File: config.mk
export PLATFORM = sky130hd
export DESIGN_NAME = pc_controller
export DESIGN_NICKNAME = d
export VERILOG_FILES = /design/src/rtl/pc_pkg.sv /design/src/rtl/next_pc_sel.sv /design/src/rtl/pc_controller.sv
export SDC_FILE = /design/constraint.sdc
export NUM_CORES = 1
export LEC_CHECK = 0
export CAP_MARGIN = 10
export CORE_MARGIN = 2
export CORE_UTILIZATION = 54
export DETAILED_ROUTE_END_ITERATION = 8
export GPL_TIMING_DRIVEN = 0
export PLACE_DENSITY_LB_ADDON = 0.1
export SLEW_MARGIN = 20
export SYNTH_ARGS = -nofsm -noshare
export SYNTH_HDL_FRONTEND = slang
export SYNTH_SLANG_ARGS = --single-unit
File: constraint.sdc
create_clock -name clk -period 7.7 [get_ports clk]
set_clock_uncertainty 0.1 [all_clocks]
set_input_delay 1.54 -clock clk [delete_from_list [all_inputs] [get_ports clk]]
set_output_delay 1.54 -clock clk [all_outputs]
set_load 0.02 [all_outputs]
File: src/rtl/pc_pkg.sv
// pc_pkg: shared types and constants for the program-counter sequencer.
//   pc_state_e    - sequencer states (BOOT, FETCH, HALT)
//   redir_cause_e - redirect causes; encoding order is priority order
//   DEF_*_VECTOR  - default reset and trap entry addresses
//   cause_wins()  - true when a new redirect may replace a held one
package pc_pkg;

    localparam logic [31:0] DEF_RESET_VECTOR = 32'h0000_0000;
    localparam logic [31:0] DEF_TRAP_VECTOR  = 32'h0000_0100;

    typedef enum logic [1:0] {
        ST_BOOT  = 2'd0,
        ST_FETCH = 2'd1,
        ST_HALT  = 2'd2
    } pc_state_e;

    // Numerically larger means higher priority, so causes compare directly.
    typedef enum logic [2:0] {
        RC_NONE   = 3'd0,
        RC_BRANCH = 3'd1,
        RC_JUMP   = 3'd2,
        RC_MRET   = 3'd3,
        RC_TRAP   = 3'd4
    } redir_cause_e;

    // A new redirect replaces a held one when it is at least as urgent.
    function automatic logic cause_wins(redir_cause_e new_cause, redir_cause_e held_cause);
        return new_cause >= held_cause;
    endfunction

endpackage

File: src/rtl/next_pc_sel.sv
// next_pc_sel: combinational redirect priority mux.
//   Priority: trap > mret > jump > branch. A selected jump or branch whose
//   target is not word aligned is turned into a trap and flagged.
// Ports:
//   epc_i           - saved exception PC (mret target)
//   branch_taken_i  - branch resolved taken, target branch_target_i
//   jump_i          - unconditional jump, target jump_target_i
//   trap_i, mret_i  - trap entry / trap return requests
//   cause_o         - winning redirect cause (RC_NONE when no redirect)
//   target_o        - address for the winning cause
//   misalign_o      - winning jump/branch was misaligned and became a trap
module next_pc_sel
    import pc_pkg::*;
#(
    parameter int unsigned    N           = 32,
    parameter logic [N-1:0]   TRAP_VECTOR = N'(DEF_TRAP_VECTOR)
) (
    input  logic [N-1:0]  epc_i,
    input  logic          branch_taken_i,
    input  logic [N-1:0]  branch_target_i,
    input  logic          jump_i,
    input  logic [N-1:0]  jump_target_i,
    input  logic          trap_i,
    input  logic          mret_i,
    output redir_cause_e  cause_o,
    output logic [N-1:0]  target_o,
    output logic          misalign_o
);

    // NOTE: every output gets a default before any branch so no path leaves
    // a value unassigned, which would otherwise infer a latch.
    always_comb begin
        cause_o    = RC_NONE;
        target_o   = '0;
        misalign_o = 1'b0;
        if (trap_i) begin
            cause_o  = RC_TRAP;
            target_o = TRAP_VECTOR;
        end else if (mret_i) begin
            cause_o  = RC_MRET;
            target_o = epc_i;
        end else if (jump_i) begin
            if (jump_target_i[1:0] != 2'b00) begin
                cause_o    = RC_TRAP;
                target_o   = TRAP_VECTOR;
                misalign_o = 1'b1;
            end else begin
                cause_o  = RC_JUMP;
                target_o = jump_target_i;
            end
        end else if (branch_taken_i) begin
            if (branch_target_i[1:0] != 2'b00) begin
                cause_o    = RC_TRAP;
                target_o   = TRAP_VECTOR;
                misalign_o = 1'b1;
            end else begin
                cause_o  = RC_BRANCH;
                target_o = branch_target_i;
            end
        end
    end

endmodule

File: src/rtl/pc_controller.sv
// pc_controller: fetch-side PC sequencer with instruction-memory handshake.
//   Owns the PC, EPC and a one-entry pending-redirect register. Redirects that
//   arrive while a request waits for grant are held so the fetch address stays
//   stable; they are applied when the grant arrives.
// Ports:
//   clk, reset                 - clock, asynchronous active-high reset
//   stall_i                    - hold PC, suppress request
//   halt_i                     - request HALT (level)
//   branch_taken_i/_target_i   - taken branch and its target
//   jump_i/jump_target_i       - jump and its target
//   trap_i, mret_i             - trap entry / trap return
//   imem_req_o, imem_addr_o    - fetch request and address (= pc_o)
//   imem_gnt_i                 - memory accepts current request
//   pc_o, epc_o                - current PC, saved exception PC
//   misalign_o                 - one-cycle pulse: misaligned redirect trapped
module pc_controller
    import pc_pkg::*;
#(
    parameter int unsigned    N            = 32,
    parameter logic [N-1:0]   RESET_VECTOR = N'(DEF_RESET_VECTOR),
    parameter logic [N-1:0]   TRAP_VECTOR  = N'(DEF_TRAP_VECTOR)
) (
    input  logic          clk,
    input  logic          reset,
    input  logic          stall_i,
    input  logic          halt_i,
    input  logic          branch_taken_i,
    input  logic [N-1:0]  branch_target_i,
    input  logic          jump_i,
    input  logic [N-1:0]  jump_target_i,
    input  logic          trap_i,
    input  logic          mret_i,
    output logic          imem_req_o,
    output logic [N-1:0]  imem_addr_o,
    input  logic          imem_gnt_i,
    output logic [N-1:0]  pc_o,
    output logic [N-1:0]  epc_o,
    output logic          misalign_o
);

    pc_state_e     state_q, state_d;
    logic [N-1:0]  pc_q, pc_d;
    logic [N-1:0]  epc_q, epc_d;
    logic          pend_valid_q, pend_valid_d;
    logic [N-1:0]  pend_target_q, pend_target_d;
    redir_cause_e  pend_cause_q, pend_cause_d;
    logic          misalign_q, misalign_d;

    redir_cause_e  sel_cause;
    logic [N-1:0]  sel_target;
    logic          sel_misalign;
    logic          fetch_req;
    logic          accept;
    logic          redirect;

    next_pc_sel #(
        .N           (N),
        .TRAP_VECTOR (TRAP_VECTOR)
    ) u_sel (
        .epc_i           (epc_q),
        .branch_taken_i  (branch_taken_i),
        .branch_target_i (branch_target_i),
        .jump_i          (jump_i),
        .jump_target_i   (jump_target_i),
        .trap_i          (trap_i),
        .mret_i          (mret_i),
        .cause_o         (sel_cause),
        .target_o        (sel_target),
        .misalign_o      (sel_misalign)
    );

    assign fetch_req = (state_q == ST_FETCH) && !stall_i;
    assign accept    = fetch_req && imem_gnt_i;
    assign redirect  = (sel_cause != RC_NONE);

    always_comb begin
        state_d       = state_q;
        pc_d          = pc_q;
        epc_d         = epc_q;
        pend_valid_d  = pend_valid_q;
        pend_target_d = pend_target_q;
        pend_cause_d  = pend_cause_q;
        misalign_d    = 1'b0;

        unique case (state_q)
            ST_BOOT: begin
                state_d = ST_FETCH;
            end

            ST_FETCH: begin
                // A trap is never discarded in FETCH (applied or held), so
                // the EPC can be captured as soon as it wins selection.
                if (sel_cause == RC_TRAP) begin
                    epc_d      = pc_q;
                    misalign_d = sel_misalign;
                end

                if (accept) begin
                    // A same-cycle redirect supersedes any stale held one.
                    if (redirect)
                        pc_d = sel_target;
                    else if (pend_valid_q)
                        pc_d = pend_target_q;
                    else
                        pc_d = pc_q + N'(4);
                    pend_valid_d = 1'b0;
                end else if (fetch_req) begin
                    // Request outstanding: hold the address, park the redirect.
                    if (redirect && (!pend_valid_q || cause_wins(sel_cause, pend_cause_q))) begin
                        pend_valid_d  = 1'b1;
                        pend_target_d = sel_target;
                        pend_cause_d  = sel_cause;
                    end
                end else if (redirect) begin
                    // No request on the bus: apply at once, keeping whichever
                    // of the new and held redirects is more urgent.
                    if (pend_valid_q && !cause_wins(sel_cause, pend_cause_q))
                        pc_d = pend_target_q;
                    else
                        pc_d = sel_target;
                    pend_valid_d = 1'b0;
                end

                // A parked redirect counts as outstanding work.
                if (halt_i && (accept || (!fetch_req && !pend_valid_d)))
                    state_d = ST_HALT;
            end

            ST_HALT: begin
                pend_valid_d = 1'b0;
                if (trap_i) begin
                    epc_d   = pc_q;
                    pc_d    = TRAP_VECTOR;
                    state_d = ST_FETCH;
                end else if (!halt_i) begin
                    state_d = ST_FETCH;
                end
            end

            default: begin
                state_d = ST_BOOT;
            end
        endcase
    end

    // NOTE: state registers use non-blocking assignments so every flop samples
    // the pre-edge value of every other flop, independent of statement order.
    always_ff @(posedge clk or posedge reset) begin
        if (reset) begin
            state_q       <= ST_BOOT;
            pc_q          <= RESET_VECTOR;
            epc_q         <= '0;
            pend_valid_q  <= 1'b0;
            pend_target_q <= '0;
            pend_cause_q  <= RC_NONE;
            misalign_q    <= 1'b0;
        end else begin
            state_q       <= state_d;
            pc_q          <= pc_d;
            epc_q         <= epc_d;
            pend_valid_q  <= pend_valid_d;
            pend_target_q <= pend_target_d;
            pend_cause_q  <= pend_cause_d;
            misalign_q    <= misalign_d;
        end
    end

    assign imem_req_o  = fetch_req;
    assign imem_addr_o = pc_q;
    assign pc_o        = pc_q;
    assign epc_o       = epc_q;
    assign misalign_o  = misalign_q;

endmodule

==> impl_summary.txt <==
----------------------------------------------------
[Clocking]
  Clock Root Buffer ... sky130_fd_sc_hd__clkbuf_16
  Setup repair bufs after CTS ... 0
  Total number of H-tree levels ... 3
  Maximum count of clock buffers along a single path ... 2
  Number of gates resized after CTS ... 0
  Clk pin slew, worst setup/hold paths ... ~80 ps
  Worst-Skew Late Latency ... roughly 370 ps
  CTS Sinks ... between 100 and 150
  CTS tree ... built
  Cts-stage hold buffer count ... 0
  CTS Buf Count ... 9

[Placement]
  HPWL after detailed placement ... 19.0 mm
  Total placed instance area ... around 0.0086 mm²
  RePlAce Congestion ... around 1
  PortBufs ... 170

[Power]
  Peak VDD IR ... 0.000234 V
  Leakage power total ... 0.00367 µW
  Power per cell area ... 347 mW/mm²

[Final layout]
  Layout Area Growth over Synthesis ... 33.2%
  Final instance area ... 0.00886 mm²
  Number of nets in the layout ... around 1000
  Fillcell total ... 912
  Diodes inserted ... 0
  Layout cells sized above 1 ... 0.134

[Drt]
  Routed vias/inst ... a little under 7
  Number of vias in the routed layout ... 7334
  DR pass1 iterations ... 7
  Number of DRC violations after detailed routing ... 0
  Post-detailed-routing wire length ... ~27 mm
  Antenna-violating nets left ... 0
  Violation count after the first detailed-routing iteration ... between 900 and 1000
  Average detailed-routed wire length per instance ... 24.7 µm

[Timing]
  Final worst-path cycle share ... 0.724
  Number of hold violations in the final report ... 0
  Number of slew-limit violations in the final report ... 0
  Setup repair after global routing missed its margin ... false
  Final number of setup-violating endpoints ... 0
  Transition at the pin with the smallest max-transition slack ... 1040 ps
  Maximum clock rate ... around 0.18 GHz
  Setup TNS after final layout ... 0 ps
  Slew HR ... 0.306
  Final critical path time including I/O delays and setup ... 5570 ps

[Yosys]
  Mapped cell area ... 0.00665 mm²
  Number of flops mapped to enable cells by yosys ... 0
  Mean area per synthesized cell ... just under 9 µm²
  Gate count after technology mapping ... between 700 and 800
  Main synth FF type ... sky130_fd_sc_hd__dfrtp_1
  Syn_nets ... ~830
  Number of different library cells in the post-synthesis netlist ... 75
  Share of the yosys chip area belonging to registers ... 0.388
  Largest cells by area after synthesis ... sky130_fd_sc_hd__dfrtp_1 39%, sky130_fd_sc_hd__nand2_1 5.3%, sky130_fd_sc_hd__mux2_2 5.3%
  Synthesized flop and latch total ... between 100 and 150
  Yosys warns ... 0
  Yosys top cell by area ... sky130_fd_sc_hd__dfrtp_1
  Portion of synthesized cell area occupied by the leading cell type ... 0.388
  Proportion of register bits with asynchronous set or reset after synthesis ... 1.00

[Run status]
  Status ... finished clean

[GRT]
  Aggregate global routing overflow ... 0
  Vias in the first global route ... 7156
  Maximum number of pins on one net before global-route repair ... between 50 and 60
  Global router's overall resource usage ... 0.403
  Initial antenna violation count ... 0
  Global-route wire length before repair ... ~40 mm

[Critical path]
  Path depth of the worst reg2reg path ... 7
  Sort of element at the start of the critical path ... input port
  Setup CP Type ... input port to register
  Sort of element at the end of the critical path ... register
  WP data required ... just under 8000 ps
  Crit-path max FO ... 10
  Worst Path Arrival ... about 5700 ps

[Min path]
  Worst hold-check path type ... register to register
  Hold-critical path depth ... 2

[Floorplan]
  Total die area ... about 0.013 mm²
  Number of cell rows ... 40
  Initial core utilization ... 0.554
  Overall die height ... 115 µm
  Core ar. ... 0.0120 mm²
  Count of pins on the block boundary ... around 170
  DIE WIDTH ... roughly 110 µm

[Job]
  Number of max-cap violations ... 0

----------------------------------------------------
## worst max-delay path, cell delays in order
cell and delay, ps:
sky130_fd_sc_hd__clkdlybuf4s50_1 500, sky130_fd_sc_hd__buf_2 310, sky130_fd_sc_hd__buf_2 340, sky130_fd_sc_hd__clkbuf_1 570, sky130_fd_sc_hd__o21bai_1 190, sky130_fd_sc_hd__ha_1 300, sky130_fd_sc_hd__nor2b_1 160, sky130_fd_sc_hd__o2111a_1 210
sky130_fd_sc_hd__clkbuf_1 400, sky130_fd_sc_hd__buf_2 360, sky130_fd_sc_hd__buf_2 340, sky130_fd_sc_hd__nand2_1 100, sky130_fd_sc_hd__nand2_1 70, sky130_fd_sc_hd__a21oi_1 40, sky130_fd_sc_hd__o31ai_1 270
## sequential cells by signal (all words and copies together) (netlist names)
name / flops
state_q: 2
pend_cause_q: 3
epc_o: 32
misalign_o: 1
pend_valid_q: 1
imem_addr_o: 32
pend_target_q: 32
## final cells by class
cell class	instances	area (µm²)	area share
Buffer	88	500	0.0565
Clock buffer	12	236	0.0267
Clock inverter	4	53.8	0.00607
Inverter	29	114	0.0129
Multi-Input combinational cell	529	3460	0.391
Sequential cell	103	2580	0.291
Tap cell	147	184	0.0208
Timing Repair Buffer	171	1730	0.195
## routing by layer
metal,routed length (µm),share of wire,global-route usage
met5,0,0,0
met4,1220,0.046,0.194
met3,3370,0.13,0.124
met2,12300,0.46,0.636
met1,9870,0.37,0.507
## synthesized netlist by cell type, types with 20 or more instances
cell type and number:
sky130_fd_sc_hd__inv_1 29, sky130_fd_sc_hd__mux2_2 31, sky130_fd_sc_hd__dfrtp_1 103, sky130_fd_sc_hd__buf_4 36, sky130_fd_sc_hd__a221oi_1 30, sky130_fd_sc_hd__nand2_1 94
sky130_fd_sc_hd__clkbuf_1 27, sky130_fd_sc_hd__nor2_1 31, sky130_fd_sc_hd__a21oi_1 51, sky130_fd_sc_hd__buf_2 20, sky130_fd_sc_hd__nor3_1 22, sky130_fd_sc_hd__o21ai_0 60
## kinds of logic after synthesis
kind of cell	after synthesis	synth area share
DFF	103	0.388
xor gates and xnor gates	9	0.0119
and+or+nand+nor	217	0.163
adders and majority gates	7	0.0132
muxes	39	0.0657
buffers and inverters	117	0.0916
AOI/OAI and AO/OA	257	0.267
## power by group
| part | internal (µW) | switching, µW | total [µW] |
|---|---|---|---|
| combinational | 696 | 941 | 1640 |
| sequential | 738 | 232 | 970 |
| clock | 254 | 215 | 469 |
## through the flow
| step | util | std cells | total power (µW) | worst slack, ps | hold WS, ps |
|---|---|---|---|---|---|
| after global routing | 0.737 | 1083 | 3190 | 2010 | 430 |
| final | 0.737 | 1083 | 3080 | 2130 | 408 |
| after detailed placement | 0.713 | 1067 | 2560 | 1920 | 380 |
| after global placement | 0.711 | 1066 | 2490 | 1740 | 369 |
| after CTS | 0.737 | 1083 | 3020 | 2260 | 397 |
| after floorplan | - | 749 | 1840 | 3360 | 351 |
## layout by cell type (no fill, tap or decap), drive strengths merged, types with 6 or more instances in the layout
cell type	instances
nand4	10
clkdlybuf4s50	170
clkbuf	41
inv	30
nor2b	16
a211o	16
xnor2	6
a221oi	30
buf	60
a32o	9
a21o	8
nand3	10
nand2	97
a211oi	12
a22o	6
o21ai	74
nor2	34
o211ai	8
dfrtp	103
ha	7
nor3	22
o31ai	9
a21oi	51
mux2	34
## worst paths after layout
check	startpoint	to	slack, ps
min in group asynchronous	reset	epc_o[3]$_DFFE_PP0P_	1490
hold / removal	pend_target_q[1]$_DFFE_PP0P_	pend_target_q[1]$_DFFE_PP0P_	410
setup / recovery	mret_i	imem_addr_o[31]$_DFFE_PP0P_	2130
max in group asynchronous	reset	pend_cause_q[2]$_DFFE_PP0P_	5380
hold reg to reg	pend_target_q[1]$_DFFE_PP0P_	pend_target_q[1]$_DFFE_PP0P_	410
setup reg to reg	state_q[0]$_DFFE_PP0P_	imem_addr_o[25]$_DFFE_PP0P_	4780
Power figures use the tool's default switching activity.
==> patch 1 (same settings) <==
`N` is set to 32 in 2 places; all go to 16.
--- a/src/rtl/next_pc_sel.sv
+++ b/src/rtl/next_pc_sel.sv
@@ -13,5 +13,5 @@
     import pc_pkg::*;
 #(
-    parameter int unsigned    N           = 32,
+    parameter int unsigned    N           = 16,
     parameter logic [N-1:0]   TRAP_VECTOR = N'(DEF_TRAP_VECTOR)
 ) (
--- a/src/rtl/pc_controller.sv
+++ b/src/rtl/pc_controller.sv
@@ -17,5 +17,5 @@
     import pc_pkg::*;
 #(
-    parameter int unsigned    N            = 32,
+    parameter int unsigned    N            = 16,
     parameter logic [N-1:0]   RESET_VECTOR = N'(DEF_RESET_VECTOR),
     parameter logic [N-1:0]   TRAP_VECTOR  = N'(DEF_TRAP_VECTOR)
Interface: changed (5 resized); port bits go from 171 to 91. No check against the original RTL was run, so the function may have changed too.
==> patch 1 against the unedited design <==
First-iteration DRC count fell by 75%; area after synthesis fell by 45%; highest routed layer unchanged; sequential cell count fell by 48; worst setup slack improved by 380 ps; cell area fell by 47%; power fell by 45%; wire length fell by 59%; largest power group unchanged.
==> patch 1: results (changes against the unedited design) <==
| Metric | Value |
|---|---|
| Clock root buffer | clkbuf_8 |
| Mapped Nets | 431 (-48%) |
| Hold Slack | 396 ps (-11.8 ps) |
| Initial DRC Count | 249 (-75%) |
| Outcome | finished clean |
| Most common library cells after synthesis | dfrtp_1, nand2_1, o21ai_0 |
| Unique masters post-synth | 68 (-9.3%) |
| Dpl ws | 2410 ps (+481 ps) |
| CP max stage delay | 550 ps (-20 ps) |
| Vias/cell | 6.43 (-5.0%) |
| CTS clk-pin slew, worst paths | 100 ps (+20 ps) |
| Detailed Place HPWL | 7800 µm (-59%) |
| Placer Congestion | 0.919 (-7.9%) |
| Worst R2R End | imem_addr_o[6]$_DFFE_PP0P_ |
| Synth area leaders | dfrtp_1, mux2_1, nand2_1 |
| Register area share after synthesis | 0.380 (-0.00795) |
| CTS H-tree lvls | 2 (-1) |
| Number of global-route vias before repair | 3,454 (-52%) |
| WHS Endpoint | pend_cause_q[0]$_DFFE_PP0P_ |
| Worst path arrival time | 5270 ps (-470 ps) |
| VDD IR-drop max | 233 µV (-0.55%) |
| Hold wc startpoint | pend_cause_q[0]$_DFFE_PP0P_ |
| P_int | 0.939 mW (-44%) |
| Nets | 526 (-48%) |
| Slowest CP cell | clkdlybuf4s50_1 |
| Static leakage | 2.00 nW (-45%) |
-- patch 1: changes by cell type after synthesis, moves of 18 or more --
cell      change
a21oi_1      -39
clkbuf_1     -20
nand2_1      -52
mux2_2       -28
mux2_1       +18
o21ai_0      -29
a221oi_1     -23
dfrtp_1      -48
-- patch 1: cell type report --
cell class,instances,area [µm²],share of cell area
multi-input cells,273,1950,0.413
inverters,16,62.6,0.0132
flip-flops and latches,55,1380,0.291
clock buffers,6,82.6,0.0175
plain buffers,39,240,0.0509
well taps,77,96.3,0.0204
clock inverters,2,35.0,0.00742
repair buffers,88,881,0.187
-- patch 1: cells by family after synthesis --
kind of cell,after synthesis,synth area share
muxes,25,0.0770
buffers and inverters,55,0.0828
AOI/OAI and AO/OA,132,0.270
and+or+nand+nor,104,0.155
xor gates and xnor gates,5,0.0121
adders and majority gates,7,0.0242
DFF,55,0.380
-- patch 1: through the flow --
stage | utilization | cells
finish | 0.735 | 556
global route | 0.735 | 556
CTS | 0.735 | 556
floorplan | - | 383
global placement | 0.717 | 548
detailed placement | 0.717 | 548
-- patch 1: layer usage --
metal  vias up  part of all wire  track usage
met5         -                 0            0
met1      1679              0.40        0.402
met3        33              0.12       0.0741
met2       258              0.46        0.488
li1       1607                 -            -
met4         0             0.029        0.117
-- patch 1: power by group through the flow --
| stage | combinational, mW | clock [mW] | sequential, mW |
|---|---|---|---|
| after floorplan | 0.512 | 0 | 0.575 |
| after global placement | 0.917 | 0 | 0.521 |
| after detailed placement | 0.937 | 0 | 0.527 |
| after CTS | 0.945 | 0.206 | 0.521 |
| after global routing | 1.02 | 0.217 | 0.540 |
| final | 0.955 | 0.203 | 0.524 |
-- patch 1: worst max-delay path: cells and delay by family --
kind / cells / cell delay, ps
compound gates: 4 / 1060
fa+ha+maj: 1 / 340
buf+inv: 3 / 1350
simple gates: 3 / 990
-- patch 1: worst max-delay path by stage --
| stage | start | end | cells after the start |
|---|---|---|---|
| after CTS | jump_i | imem_addr_o[6]$_DFFE_PP0P_ | 11 |
| final | jump_i | imem_addr_o[6]$_DFFE_PP0P_ | 11 |
| after global routing | jump_i | imem_addr_o[6]$_DFFE_PP0P_ | 11 |
| after global placement | jump_i | imem_addr_o[8]$_DFFE_PP0P_ | 11 |
| after floorplan | jump_i | imem_addr_o[2]$_DFFE_PP0P_ | 9 |
| after detailed placement | jump_i | imem_addr_o[8]$_DFFE_PP0P_ | 11 |
==> patch 2 (config.mk and constraints unchanged) <==
Without the edit above. Add an input register stage for `jump_target_i`, with the module's reset; this delays it by one clock. The other inputs are not delayed to match.
--- a/src/rtl/pc_controller.sv
+++ b/src/rtl/pc_controller.sv
@@ -39,4 +39,14 @@
 );
 
+    logic [N-1:0] jump_target_q;
+
+    always_ff @(posedge clk or posedge reset) begin
+        if (reset) begin
+            jump_target_q <= '0;
+        end else begin
+            jump_target_q <= jump_target_i;
+        end
+    end
+
     pc_state_e     state_q, state_d;
     logic [N-1:0]  pc_q, pc_d;
@@ -62,5 +72,5 @@
         .branch_target_i (branch_target_i),
         .jump_i          (jump_i),
-        .jump_target_i   (jump_target_i),
+        .jump_target_i   (jump_target_q),
         .trap_i          (trap_i),
         .mret_i          (mret_i),
Function: changed (Yosys sat finds a counterexample within 4 cycles, from zero or initial values and one cycle with reset high).
==> patch 2 against the unedited design <==
Sequential cell count rose by 32; power rose by 24%; sequential power rose by 26%; wire length fell by 0.38%; cell area rose by 11%; area after synthesis rose by 9.0%; critical path depth fell by 2; via count fell by 2.7%; clock power rose by 89%; worst setup slack got worse by 370 ps; die area rose by 8.6%.
==> patch 2: results (changes against the unedited design) <==
| Metric | Value |
|---|---|
| Total CTS buffers | 17 (+8) |
| Most common library cells after synthesis | dfrtp_1, nand2_1, o21ai_0 |
| Mapped Nets | 823 (-0.72%) |
| Reg2Reg Setup Slack | 3330 ps (-1450 ps) |
| Multi-In Gates | 495 (-6.4%) |
| Cells on worst reg2reg path | 12 (+5) |
| Placer Congestion | 0.963 (-3.4%) |
| Clock sink count | 135 (+31%) |
| Clock network contribution to total cell area | 0.0647 (+0.0319) |
| Register area share after synthesis | 0.466 (+0.0787) |
| Number of non-clock inverters | 28 (-3.4%) |
| Detailed Place HPWL | 18,500 µm (-2.8%) |
| Signal buf overhead | 0.222 (-0.0296) |
| Vias/cell | 6.36 (-6.1%) |
| Outcome | finished clean |
| Nets | 1,013 (+0.20%) |
| Synth Area in Compound Gates | 0.213 (-0.0537) |
| XOR/XNOR Fraction of Synth Area | 0.0145 (+0.00265) |
| Initial DRC Count | 949 (-4.4%) |
| Worst path arrival time | 6180 ps (+440 ps) |
| CTS clk-pin slew, worst paths | 60 ps (-20 ps) |
| CP Capture Point | pend_target_q[0]$_DFFE_PP0P_ |
| Hold wc startpoint | pend_target_q[24]$_DFFE_PP0P_ |
| Synth area leaders | dfrtp_1, mux2_1, a221oi_1 |
| Max transition margin | 0.228 (-0.0779) |
| VDD IR-drop max | 278 µV (+19%) |
| Non-Clock Buffer Count | 256 (-1.2%) |
| WHS Endpoint | pend_target_q[24]$_DFFE_PP0P_ |
| FILL cells | 954 (+4.6%) |
| CTS H-tree lvls | 4 (+1) |
| Post-synthesis mux area share | 0.0801 (+0.0145) |
| Number of global-route vias before repair | 7,289 (+1.9%) |
| Clock latency on the worst-skew pair | 430 ps (+60 ps) |
| Unique masters post-synth | 73 (-2.7%) |
| CLK BUF | 18 (+6) |
| Reg area | 0.00338 mm² (+31%) |
| Gr usage total | 0.381 (-0.0221) |
| Static leakage | 4.15 nW (+13%) |
| Fraction of area in multi-input gates | 0.336 (-0.0547) |
| First-pass GRT wire length | 40,900 µm (+2.5%) |
patch 2: cell types whose count changed after synthesis, sizes merged, moves of 7 or more:
cell | before | now
dfrtp | 103 | 135
nand2 | 97 | 72
buf | 59 | 43
mux2 | 34 | 48
clkbuf | 29 | 42
nand3 | 10 | 22
a21oi | 51 | 42
nor2 | 34 | 26
o31ai | 9 | 2
patch 2: stage by stage:
stage / cell area (µm²) / setup WS, ps / utilization / cells
6_report: 9840 / 1760 / 0.746 / 1122
5_1_grt: 9840 / 1670 / 0.746 / 1122
4_1_cts: 9840 / 2030 / 0.746 / 1122
3_5_place_dp: 9210 / 1650 / 0.698 / 1090
3_3_place_gp: 9170 / 612 / 0.695 / 1089
2_1_floorplan: 7240 / 2450 / - / 743
patch 2: cell families (layout without fill, tap and decap cells):
| kind of cell | after synthesis | in the layout |
|---|---|---|
| AO/OA/AOI/OAI | 229 | 229 |
| XOR/XNOR | 12 | 12 |
| adder cells (fa/ha/maj) | 7 | 7 |
| buffers and inverters | 113 | 316 |
| flip-flops | 135 | 135 |
| multiplexers | 52 | 52 |
| AND/OR/NAND/NOR | 195 | 195 |
patch 2: per-layer routing:
layer / vias up / GRT usage / wire length, µm
li1: 3084 / - / -
met1: 3481 / 0.460 / 9860
met2: 452 / 0.620 / 12900
met3: 121 / 0.0936 / 2350
met4: 0 / 0.226 / 1530
met5: - / 0 / 0
patch 2: worst register-to-register path, stage by stage, from the launching register on:
cell       delay, ps
dfrtp_1          360
nor3b_1          930
nor2_1           120
o21ai_1          220
nand2b_1         120
ha_1             310
nand2_1          100
o2111ai_1        370
nand2_1          190
clkbuf_1         590
clkbuf_1         670
nand2_1          110
o21ai_0          100
patch 2: power by group:
part,switching (mW),internal (mW)
Sequential,0.280,0.940
Combinational,0.932,0.761
Clock,0.334,0.553
Total,1.55,2.25
